==> config.mk <==
export PLATFORM = sky130hd
export DESIGN_NAME = mem_sp_arbiter
export DESIGN_NICKNAME = d
export VERILOG_FILES = /design/src/rtl/mem_arb_pkg.sv /design/src/rtl/mem_sp_arbiter.sv
export SDC_FILE = /design/constraint.sdc
export NUM_CORES = 1
export LEC_CHECK = 0
export ABC_CLOCK_PERIOD_IN_PS = 3000
export CORE_AREA = 2 2 175 177
export CTS_BUF_LIST = sky130_fd_sc_hd__clkbuf_4 sky130_fd_sc_hd__clkbuf_8
export DETAILED_ROUTE_END_ITERATION = 7
export DIE_AREA = 0 0 177 179
export SYNTH_ARGS = -nofsm -noshare
export SYNTH_HDL_FRONTEND = slang
export SYNTH_SLANG_ARGS = --single-unit
==> constraint.sdc <==
create_clock -name clk -period 3 [get_ports clk]
set_clock_uncertainty 0.15 [all_clocks]
set_input_delay 0.45 -clock clk [delete_from_list [all_inputs] [get_ports clk]]
set_output_delay 0.45 -clock clk [all_outputs]
set_load 0.03 [all_outputs]
==> src/rtl/mem_arb_pkg.sv <==
// rtl/mem_arb_pkg.sv - shared types and default widths for the single-port memory arbiter
package mem_arb_pkg;

  localparam int ARB_ADDR_WIDTH = 11;
  localparam int ARB_DATA_WIDTH = 64;
  localparam int ARB_DATA_BYTES = ARB_DATA_WIDTH / 8;

  typedef enum logic {
    UNLOCKED = 1'b0,
    LOCKED   = 1'b1
  } lock_state_e;

  typedef struct packed {
    logic [ARB_ADDR_WIDTH-1:0] addr;
    logic [ARB_DATA_WIDTH-1:0] wdata;
    logic [ARB_DATA_BYTES-1:0] wen;
  } mem_req_t;

endpackage

==> src/rtl/mem_sp_arbiter.sv <==
// rtl/mem_sp_arbiter.sv - fixed-priority arbiter sharing a write-first single-port memory
// Port 0 wins by default; port 1 is forced after MAX_WAIT denials; port 0 may lock for RMW.
module mem_sp_arbiter
  import mem_arb_pkg::*;
#(
  parameter int ADDR_WIDTH = ARB_ADDR_WIDTH,
  parameter int DATA_WIDTH = ARB_DATA_WIDTH,
  parameter int DATA_BYTES = DATA_WIDTH / 8,
  parameter int MAX_WAIT   = 4,
  parameter int WAIT_WIDTH = $clog2(MAX_WAIT + 1)
) (
  input  logic                  clk,
  input  logic                  rst_n,
  input  logic                  i_req0_valid,
  output logic                  o_req0_ready,
  input  logic [ADDR_WIDTH-1:0] i_req0_addr,
  input  logic [DATA_WIDTH-1:0] i_req0_wdata,
  input  logic [DATA_BYTES-1:0] i_req0_wen,
  input  logic                  i_req0_lock,
  output logic                  o_rsp0_valid,
  output logic [DATA_WIDTH-1:0] o_rsp0_rdata,
  input  logic                  i_req1_valid,
  output logic                  o_req1_ready,
  input  logic [ADDR_WIDTH-1:0] i_req1_addr,
  input  logic [DATA_WIDTH-1:0] i_req1_wdata,
  input  logic [DATA_BYTES-1:0] i_req1_wen,
  output logic                  o_rsp1_valid,
  output logic [DATA_WIDTH-1:0] o_rsp1_rdata,
  output logic [ADDR_WIDTH-1:0] o_mem_addr,
  output logic [DATA_WIDTH-1:0] o_mem_wdata,
  output logic [DATA_BYTES-1:0] o_mem_wen,
  input  logic [DATA_WIDTH-1:0] i_mem_rdata
);

  localparam logic [WAIT_WIDTH-1:0] L_MAX_WAIT = WAIT_WIDTH'(MAX_WAIT);

  lock_state_e           r_state;
  lock_state_e           w_next_state;
  logic [WAIT_WIDTH-1:0] r_wait_cnt;
  logic                  w_grant0;
  logic                  w_grant1;
  logic                  r_rsp0_valid;
  logic                  r_rsp1_valid;
  logic [ADDR_WIDTH-1:0] r_held_addr;
  logic [DATA_WIDTH-1:0] r_held_wdata;

  always_ff @(posedge clk) begin
    if (!rst_n) begin
      r_state <= UNLOCKED;
    end else begin
      r_state <= w_next_state;
    end
  end

  // Only a port-0 transfer can move the lock; its lock bit decides the new state.
  always_comb begin
    w_next_state = r_state;
    if (w_grant0) begin
      w_next_state = i_req0_lock ? LOCKED : UNLOCKED;
    end
  end

  always_comb begin
    w_grant0 = 1'b0;
    w_grant1 = 1'b0;
    if (!rst_n) begin
      w_grant0 = 1'b0;
    end else if (r_state == LOCKED) begin
      w_grant0 = i_req0_valid;
    end else if ((r_wait_cnt == L_MAX_WAIT) && i_req1_valid) begin
      w_grant1 = 1'b1;
    end else if (i_req0_valid) begin
      w_grant0 = 1'b1;
    end else begin
      w_grant1 = i_req1_valid;
    end
  end

  always_ff @(posedge clk) begin
    if (!rst_n) begin
      r_wait_cnt <= '0;
    end else if (!i_req1_valid || w_grant1) begin
      r_wait_cnt <= '0;
    end else if ((r_state == UNLOCKED) && (r_wait_cnt != L_MAX_WAIT)) begin
      r_wait_cnt <= r_wait_cnt + 1'b1;
    end
  end

  always_comb begin
    o_mem_addr  = r_held_addr;
    o_mem_wdata = r_held_wdata;
    o_mem_wen   = '0;
    if (w_grant0) begin
      o_mem_addr  = i_req0_addr;
      o_mem_wdata = i_req0_wdata;
      o_mem_wen   = i_req0_wen;
    end else if (w_grant1) begin
      o_mem_addr  = i_req1_addr;
      o_mem_wdata = i_req1_wdata;
      o_mem_wen   = i_req1_wen;
    end
  end

  // Keep the bus stable while idle so the memory does not see address toggles.
  always_ff @(posedge clk) begin
    if (!rst_n) begin
      r_held_addr  <= '0;
      r_held_wdata <= '0;
      r_rsp0_valid <= 1'b0;
      r_rsp1_valid <= 1'b0;
    end else begin
      if (w_grant0 || w_grant1) begin
        r_held_addr  <= o_mem_addr;
        r_held_wdata <= o_mem_wdata;
      end
      r_rsp0_valid <= w_grant0;
      r_rsp1_valid <= w_grant1;
    end
  end

  assign o_req0_ready = w_grant0;
  assign o_req1_ready = w_grant1;
  assign o_rsp0_valid = r_rsp0_valid;
  assign o_rsp1_valid = r_rsp1_valid;
  assign o_rsp0_rdata = i_mem_rdata;
  assign o_rsp1_rdata = i_mem_rdata;

endmodule

==> summary.md <==
| Metric | Value |
|---|---|
| Netlist cell types | 22 |
| Final setup viols | 0 |
| Number of I/O pins | 450 |
| RSZ-0062 raised after global routing | no |
| Tot GR Track Use | 10.6% |
| Flop-to-flop setup slack | 1.09 ns |
| FF/Latch Area | 1620 um2 |
| DRC | 3 |
| Fmax | 352 MHz |
| Placer Congestion | 0.735 |
| DIE WIDTH | 177 um |
| Layout cells sized above 1 | 19.0% |
| Worst Max-Slew Pin Slew | 0.479 ns |
| Reg2Reg Depth | 7 |
| DR vias | 3995 |
| Most area-hungry cell type in the Yosys netlist | dfxtp_1 |
| Startpoint Class | input pin |
| Hold Slack | 0.315 ns |
| Final hold vios | 0 |
| Skew-Pair Late Insertion Delay | 0.36 ns |
| Total setup buffers inserted after CTS | 0 |
| 1st-iter DRT viols | 388 |
| Peak supply drop | 0.142 mV |
| End point of the critical path | o_mem_wdata[2] |
| Clock sink count | 81 |
| Syn Inst Count | 502 |
| Synth top area cells | dfxtp_1, buf_4, a222oi_1 |
| Global-route wire length before repair | 24.5 mm |
| P&R area growth vs syn | 47.6% |
| Core Region | 30000 um2 |
| Multi-input logic area | 1480 um2 |
| Cell Area, Placed | 6460 um2 |
| Min-Delay Path Class | in2reg |
| Critical Path AT | 2.24 ns |
| DRT Wirelength | 18.1 mm |
| Post-route setup TNS | 0 ns |
| Fin crit share | 94.7% |
| Die area | 31700 um2 |
| Met3 Track Usage GR | 7.04% |
| Antenna diodes | 0 |
| Finished Layout Cells | 1021 |
| Status | complete, but fails checks |
| WS Path Type | in2out |
| TritonCTS Buffers | 9 |
| Register bit total from synthesis | 81 |
| Hold-fix buffers, CTS | 0 |
| H-tree Lvls | 3 |
| Die H | 179 um |
| Clk slew on worst S/H paths | 0.09 ns |
| Reg2reg end | r_held_addr[1]$_SDFFE_PN0P_ |
| Drt first pass iters | 8 |
| Syn nets | 739 |
| Post-synthesis mux area share | 0% |
| Largest family of logic cells by synthesized area | buffers and inverters |
| Commonest non-fill, non-tap cell in the layout | clkdlybuf4s50_1 |
| Crit end category | primary output |
| Vias per cell | 3.91 |
| Bufs on Longest Clock Path | 2 |
| CTS tree | done |
| Cell area after layout | 6640 um2 |
| M1 GR Usage | 9.43% |
| Fillers | 3264 |
| Vias in the first global route | 4023 |
| Synth Area in Compound Gates | 19.4% |
| Area share of the largest cell type after synthesis | 36.0% |
| Row count | 64 |
| Initial Util | 15.0% |
| Initial antenna violation count | 0 |
| Max_slew headroom | 68.1% |
| Detail Route Antenna Nets | 0 |
| Max-Cap Viols | 0 |
| Largest net degree at the start of global routing | 50 |
| Hold Path Depth | 2 |
| Avg Cell Area, Syn | 8.97 um2 |
| Min Clock Period, post-route | 2.84 ns |
| CP Max Fanout | 49 |
| CP startpoint | i_req1_valid |
| Xor-xnor portion of the synthesized cell area | 0.389% |
| GRT overflow | 0 |
| Post-Synth Adder-Cell Area | 0.556% |
| Root buf cell | clkbuf_8 |
| # nets final | 857 |
| Worst Path Required | 2.40 ns |
| Power per unit of standard cell area | 432 nW/um2 |
| Cells after DPL | 1005 |
| DP Wirelength | 14.3 mm |
| Failing checks | DRC |
| Gr busiest metal | met2 |
| Wire length per cell | 17.8 um |
| Final core utilization | 22.1% |
| Reg2reg start | r_wait_cnt[0]$_SDFFE_PP0P_ |
| Sequential share of the synthesized area | 36.0% |
| Simple-gate portion of the synthesized area | 11.8% |
| Min-delay src | rst_n |
| Synth Warn # | 0 |
| Met2 Usage GRT | 18.4% |
| Port bufs | 257 |
| Max Slew Vio Count | 0 |
| Leak Pwr | 2.94 nW |
| Synthesized cell area | 4500 um2 |
| Most frequent cells in the layout | clkdlybuf4s50_1, buf_4, dfxtp_1 |
==> synthesized netlist by cell type <==
cell type	n
a31oi_1	1
buf_4	130
o21ai_1	1
a21oi_1	4
nor2_1	4
nand3b_1	2
and2b_1	1
clkbuf_1	11
dfxtp_1	81
xor2_1	1
a22o_1	8
buf_2	15
nand2_1	3
a21oi_2	1
buf_6	4
a31oi_2	1
buf_1	2
ha_1	2
xnor2_1	1
a222oi_1	75
nor2b_1	77
inv_1	77
==> per-stage QoR <==
step | power, W | worst slack (ns)
floorplan | 0.00196 | 0.699
global placement | 0.00213 | 0.157
detailed placement | 0.00213 | 0.154
CTS | 0.00295 | 0.0300
global route | 0.00305 | 0.0261
finish | 0.00287 | 0.160
==> routing by layer <==
| metal | vias up | wire length, um |
|---|---|---|
| li1 | 1844 | - |
| met1 | 1761 | 5510 |
| met2 | 359 | 8890 |
| met3 | 31 | 3080 |
| met4 | 0 | 647 |
| met5 | - | 0 |
==> worst max-delay path, stage by stage <==
cell and delay (ns):
clkdlybuf4s50_1 0.50, and2b_1 0.19, a31oi_4 0.14, buf_12 0.20
a222oi_1 0.42, inv_1 0.10, buf_4 0.18
==> how the worst min path moves through the flow <==
stage / endpoint / slack (ns)
floorplan: r_held_addr[0]$_SDFFE_PN0P_ / 0.33
global placement: r_held_wdata[14]$_SDFFE_PN0P_ / 0.35
global route: r_held_wdata[38]$_SDFFE_PN0P_ / 0.30
detailed placement: r_held_addr[10]$_SDFFE_PN0P_ / 0.35
CTS: r_state$_SDFFE_PN0P_ / 0.28
finish: r_state$_SDFFE_PN0P_ / 0.32
==> layout make-up <==
class / count / share of cell area, %
Inverter: 77 / 4.35
Clock buffer: 9 / 1.86
Sequential cell: 81 / 24.4
Multi-Input combinational cell: 182 / 22.3
Clock inverter: 7 / 0.791
Tap cell: 396 / 7.46
Timing Repair Buffer: 269 / 38.9
==> logic make-up after synthesis <==
logic type	after synthesis
and+or+nand+nor	87
buffers and inverters	239
adders and majority gates	2
AOI/OAI and AO/OA	91
xor gates and xnor gates	2
DFF	81
==> repair_timing <==
action	in CTS	in global routing
gates resized for setup	0	2
endpoints found under the hold margin	0	0
endpoints found under the setup margin	0	19
==> registers in the layout, summed over array words and instances, names as in the netlist <==
register / flops
r_held_wdata: 64
r_state: 1
o_rsp1_valid: 1
r_wait_cnt: 3
r_held_addr: 11
o_rsp0_valid: 1
==> power by group <==
part	leakage (nW)	internal, W	switching [W]
clock	0.0904	0.000309	0.000462
sequential	0.665	0.00114	0.0000196
combinational	2.18	0.000468	0.000475
Note: power is estimated with default switching activity, not from simulation.
